==> src/rtl/pwm_duty_capture.sv <==
// PWM receiver: measures high time and period of an async input in clk cycles.
// Optional glitch filter on the synchronized input: define PWM_CAP_FILTER_EN.
module pwm_duty_capture #(
  parameter int CNT_W       = 11,
  parameter int TIMEOUT     = 4095,
  parameter int SYNC_STAGES = 2
) (
  input  logic             clk,
  input  logic             rst_n,
  input  logic             pwm_in,
  output logic [CNT_W-1:0] duty,
  output logic [CNT_W:0]   period,
  output logic             meas_vld,
  output logic             stuck_lo,
  output logic             stuck_hi
);

  localparam int PW = CNT_W + 1;
  localparam logic [PW-1:0] TO = PW'(TIMEOUT);
  localparam logic [PW-1:0] CNT_MAX = '1;
  localparam logic [CNT_W-1:0] DUTY_MAX = '1;

  typedef enum logic [1:0] {
    WAIT_RISE,
    HIGH,
    LOW
  } state_t;

  state_t state_q, state_n;

  logic [SYNC_STAGES-1:0] sync_q;
  logic                   pwm_s;
  logic                   pwm_f;
  logic                   pwm_d;
  logic                   rise;
  logic                   fall;
  logic [PW-1:0]          cnt_q;
  logic [PW-1:0]          high_cap;
  logic                   armed_q;
  logic                   armed_n;
  logic                   to_hit;
  logic                   cap_en;
  logic                   rep_ok;
  logic                   rep_lo;
  logic                   rep_hi;

  assign pwm_s = sync_q[SYNC_STAGES-1];

  always_ff @(posedge clk or negedge rst_n) begin
    if (!rst_n) begin
      sync_q <= '0;
    end else begin
      sync_q <= {sync_q[SYNC_STAGES-2:0], pwm_in};
    end
  end

`ifdef PWM_CAP_FILTER_EN
  logic [1:0] hist_q;

  // New level commits only when three samples agree; pwm_d holds the level.
  assign pwm_f = (pwm_s == hist_q[0] && pwm_s == hist_q[1])
               ? pwm_s : pwm_d;

  always_ff @(posedge clk or negedge rst_n) begin
    if (!rst_n) begin
      hist_q <= '0;
    end else begin
      hist_q <= {hist_q[0], pwm_s};
    end
  end
`else
  assign pwm_f = pwm_s;
`endif

  always_ff @(posedge clk or negedge rst_n) begin
    if (!rst_n) begin
      pwm_d <= 1'b0;
    end else begin
      pwm_d <= pwm_f;
    end
  end

  assign rise   = pwm_f & ~pwm_d;
  assign fall   = ~pwm_f & pwm_d;
  assign to_hit = (cnt_q == TO);

  always_ff @(posedge clk or negedge rst_n) begin
    if (!rst_n) begin
      cnt_q <= '0;
    end else if (rise) begin
      cnt_q <= PW'(1);
    end else if (cnt_q != CNT_MAX) begin
      cnt_q <= cnt_q + PW'(1);
    end
  end

  always_ff @(posedge clk or negedge rst_n) begin
    if (!rst_n) begin
      state_q <= WAIT_RISE;
      armed_q <= 1'b1;
    end else begin
      state_q <= state_n;
      armed_q <= armed_n;
    end
  end

  // armed_q limits WAIT_RISE to one timeout report per stuck episode.
  always_comb begin
    state_n = state_q;
    armed_n = armed_q;
    cap_en  = 1'b0;
    rep_ok  = 1'b0;
    rep_lo  = 1'b0;
    rep_hi  = 1'b0;
    unique case (state_q)
      WAIT_RISE: begin
        if (rise) begin
          state_n = HIGH;
          armed_n = 1'b1;
        end else if (armed_q && to_hit) begin
          armed_n = 1'b0;
          rep_hi  = pwm_f;
          rep_lo  = ~pwm_f;
        end
      end
      HIGH: begin
        if (fall) begin
          cap_en  = 1'b1;
          state_n = LOW;
        end else if (to_hit) begin
          rep_hi  = 1'b1;
          armed_n = 1'b0;
          state_n = WAIT_RISE;
        end
      end
      LOW: begin
        if (rise) begin
          rep_ok  = 1'b1;
          state_n = HIGH;
        end else if (to_hit) begin
          rep_lo  = 1'b1;
          armed_n = 1'b0;
          state_n = WAIT_RISE;
        end
      end
      default: begin
        state_n = WAIT_RISE;
      end
    endcase
  end

  always_ff @(posedge clk or negedge rst_n) begin
    if (!rst_n) begin
      high_cap <= '0;
    end else if (cap_en) begin
      high_cap <= cnt_q;
    end
  end

  always_ff @(posedge clk or negedge rst_n) begin
    if (!rst_n) begin
      duty     <= '0;
      period   <= '0;
      meas_vld <= 1'b0;
      stuck_lo <= 1'b0;
      stuck_hi <= 1'b0;
    end else begin
      meas_vld <= rep_ok | rep_lo | rep_hi;
      unique case (1'b1)
        rep_ok: begin
          duty     <= (high_cap > {1'b0, DUTY_MAX})
                    ? DUTY_MAX : high_cap[CNT_W-1:0];
          period   <= cnt_q;
          stuck_lo <= 1'b0;
          stuck_hi <= 1'b0;
        end
        rep_hi: begin
          duty     <= DUTY_MAX;
          period   <= TO;
          stuck_lo <= 1'b0;
          stuck_hi <= 1'b1;
        end
        rep_lo: begin
          duty     <= '0;
          period   <= TO;
          stuck_lo <= 1'b1;
          stuck_hi <= 1'b0;
        end
        default: begin
        end
      endcase
    end
  end

endmodule

==> config.mk <==
export PLATFORM = sky130hd
export DESIGN_NAME = pwm_duty_capture
export DESIGN_NICKNAME = d
export VERILOG_FILES = /design/src/rtl/pwm_duty_capture.sv
export SDC_FILE = /design/constraint.sdc
export NUM_CORES = 1
export LEC_CHECK = 0
export BUFFER_PORTS_ARGS = -buffer_cell sky130_fd_sc_hd__buf_4
export CORE_MARGIN = 2
export CORE_UTILIZATION = 55
export DETAILED_ROUTE_END_ITERATION = 7
export HOLD_SLACK_MARGIN = 0.15
export PLACE_DENSITY = 0.84
export SYNTH_ARGS = -nofsm -noshare
export SYNTH_HDL_FRONTEND = slang
export SYNTH_SLANG_ARGS = --single-unit
==> constraint.sdc <==
create_clock -name clk -period 4.06 [get_ports clk]
set_input_delay 0.812 -clock clk [delete_from_list [all_inputs] [get_ports clk]]
set_output_delay 0.812 -clock clk [all_outputs]
set_load 0.01 [all_outputs]
==> results.json <==
{
  "min_period_over_period_pct": 63.73,
  "peakVddDrop_mv": 0.3545,
  "clockBufferDepth": 2,
  "clock_power_share_pct": 20.5,
  "synth_nets": 253,
  "clkTransAtPathRegs_ns": 0.09,
  "start_util_pct": 57.94,
  "finClkSkew_ns": 0.004911,
  "clkLatencyLatePin_ns": 0.32,
  "portBuffers": 28,
  "start_kind": "flop",
  "drtAntennaViolNets": 0,
  "postSynthCellCount": 245,
  "status": "finished clean",
  "synth_mux_area_share_pct": 4.843,
  "final_cell_mix": "dfrtp_1, nor2_1, buf_4",
  "final_hold_viol_count": 0,
  "whs_path_depth": 0,
  "die_x_um": 72.19,
  "fmaxAchievable_mhz": 386.5,
  "drv_cap": 0,
  "comb_power_share_pct": 28.8,
  "viasPerCell": 6.044,
  "synth_edf_count": 0,
  "setup_violations": 0,
  "drt_iter0_drc": 148,
  "hpwl_mm": 3.531,
  "grt_pass1_wl_mm": 8.618,
  "gp_congestion": 0.8841,
  "post_cts_resized": 0,
  "switching_share_pct": 33.06,
  "area.growth.synth_to_final_pct": 11.84,
  "synth_simple_gate_area_share_pct": 15.70,
  "fp.dieH_um": 72.19,
  "fin_nets": 273,
  "mostFrequentLayoutCell": "dfrtp_1",
  "cp-startpoint": "state_q[0]$_DFFE_PN0P_",
  "coreArea_sq_mm": 0.004414,
  "finalWirelength_mm": 5.136,
  "grt_max_degree": 57,
  "finalCriticalPeriod_ns": 2.588,
  "crit_type": "flop to flop",
  "synth_top_family_by_area": "compound AO/OA/AOI/OAI gates",
  "tightest_slew_ns": 0.8391,
  "antenna_found_initial": 0,
  "worst_hold_path.endpoint": "sync_q[1]$_DFF_PN0_",
  "synth_ff_type": "dfrtp_1",
  "cp_max_fo": 17,
  "synth-compound-area-share_pct": 17.71,
  "p_per_area_mw_per_mm2": 544.4,
  "ys_ff_latch": 56,
  "cts_buffers": 5,
  "p_int_uw": 1042,
  "slew_violations": 0,
  "hp-start": "sync_q[0]$_DFF_PN0_",
  "n_fill_cell": 369,
  "antennaDiodeCount": 0,
  "critPathCaptureType": "flop",
  "synthXorXnorAreaFrac_pct": 0.6849,
  "synthArstFlopShare_pct": 100.0,
  "pin_count": 29,
  "final_cells": 318,
  "cp.arrival_ns": 2.79,
  "p_leak_uw": 0.001419,
  "cts_tree": "built",
  "synth_area_per_cell_sq_um": 10.44,
  "timing.rr.start": "state_q[0]$_DFFE_PN0P_",
  "regToRegEndpoint": "duty[6]$_DFFE_PN0P_",
  "htree_num_levels": 2,
  "drive_gt1_share_pct": 20.68,
  "cts_sinks": 56,
  "reg2regPathDepth": 6,
  "numPlacedInstances": 310,
  "syn_area_sq_mm": 0.002557,
  "drc": 0,
  "yosys.cell_types.count": 42,
  "grt_pass1_vias": 1790,
  "rows": 24,
  "p_seq_share_pct": 50.8,
  "rsz0062_at_grt": "no",
  "overflow": 0,
  "first_pass_iters": 4,
  "wl_per_cell_um": 16.15,
  "vias": 1922,
  "postCtsSetupRepairBufs": 0,
  "yosysWarnings": 0,
  "relSlewSlack_pct": 43.75,
  "final.setup.tns_ns": 0,
  "track_usage_pct": 21.26,
  "critPathRequiredTime_ns": 4.27,
  "dieArea_sq_mm": 0.005211,
  "switching_power_uw": 514.8,
  "synth_fa_ha_area_share_pct": 2.446,
  "ctsHoldBuffers": 0,
  "yosysSeqAreaShare_pct": 54.84,
  "ff2ff_setup_slack_ns": 1.47,
  "hold_class": "flop to flop",
  "cts_root_buf": "clkbuf_8"
}
## Yosys cell counts (2+ instances only)
cell type  count  area [sq um]
nand2b_1       2         12.51
clkbuf_1       8         30.03
nand2_1       16         60.06
and4_4         2         22.52
nor2_1        36         135.1
o211ai_1       4         30.03
a21oi_1       18         90.09
nor3_2         2         20.02
ha_1           5         62.56
a211o_1       12         105.1
o21a_1         2         15.01
o21ai_0       19         95.09
buf_1          2         7.510
nor3_1         2         10.01
a211oi_1       2         15.01
mux2_2        11         123.9
nand3_1        3         15.01
nand3b_1       2         15.01
buf_2          5         25.02
inv_1          4         15.01
and3_1         3         18.77
a31oi_1        6         37.54
or4_1          3         22.52
nor2b_1        2         12.51
dfrtp_1       55          1376
nand4_1        3         18.77
## registers in the layout, summed over array words and instances, names as in the netlist, 2 cells and up
signal    cells
cnt_q        12
high_cap     12
period       12
state_q       2
duty         11
sync_q        2
## worst max path at each step
stage                          endpoint  slack, ns  cells past startpoint
floorplan           duty[6]$_DFFE_PN0P_       2.31                      8
global placement    duty[7]$_DFFE_PN0P_       1.63                      6
detailed placement  duty[6]$_DFFE_PN0P_       1.51                      6
CTS                 duty[2]$_DFFE_PN0P_       1.50                      6
global route        duty[6]$_DFFE_PN0P_       1.30                      6
finish              duty[6]$_DFFE_PN0P_       1.47                      6
## routing by layer
metal / vias to the layer above / GRT usage, % / share of wire [%]
met1: 938 / 29.53 / 48
li1: 913 / - / -
met4: 0 / 9.644 / 2.0
met3: 10 / 3.611 / 4.6
met2: 61 / 32.93 / 45
met5: - / 0 / 0
## metrics by stage
| stage | area, sq um | worst slack [ns] | hold WS [ns] | utilization [%] | power, uW |
|---|---|---|---|---|---|
| floorplan | 2557 | 2.315 | 0.3312 | - | 1061 |
| global placement | 2766 | 1.626 | 0.3336 | 62.67 | 1231 |
| detailed placement | 2766 | 1.515 | 0.3428 | 62.67 | 1251 |
| CTS | 2860 | 1.500 | 0.3644 | 64.80 | 1563 |
| global route | 2860 | 1.303 | 0.3802 | 64.80 | 1646 |
| finish | 2860 | 1.472 | 0.3620 | 64.80 | 1557 |
## kinds of logic after synthesis
kind of cell,count (synthesis)
simple gates,80
compound gates,70
flops,56
buf+inv,21
mux,11
fa+ha+maj,5
xor+xnor,2
## critical path: stages (launching register included)
cell,delay (ns)
dfrtp_1,0.43
inv_1,0.12
ha_1,0.52
nand3b_1,0.46
buf_4,0.34
o21a_1,0.26
a211o_1,0.35
## power by group through the flow
| stage | clock network (uW) | registers, uW | logic (uW) |
|---|---|---|---|
| CTS | 321 | 790 | 451 |
| global placement | 0 | 792 | 438 |
| detailed placement | 0 | 800 | 450 |
| finish | 319 | 790 | 448 |
| global route | 346 | 807 | 494 |
| floorplan | 0 | 799 | 261 |
## cell type report
cell class | instances | area (sq um) | area share [%]
tap | 52 | 65.06 | 2.275
clock inverter | 1 | 7.507 | 0.2625
inverter | 4 | 15.01 | 0.5249
sequential | 56 | 1403 | 49.04
multi-input combinational | 168 | 1059 | 37.01
clock buffer | 7 | 86.33 | 3.018
timing repair buffer | 30 | 225.2 | 7.874
Power figures use the tool's default switching activity.
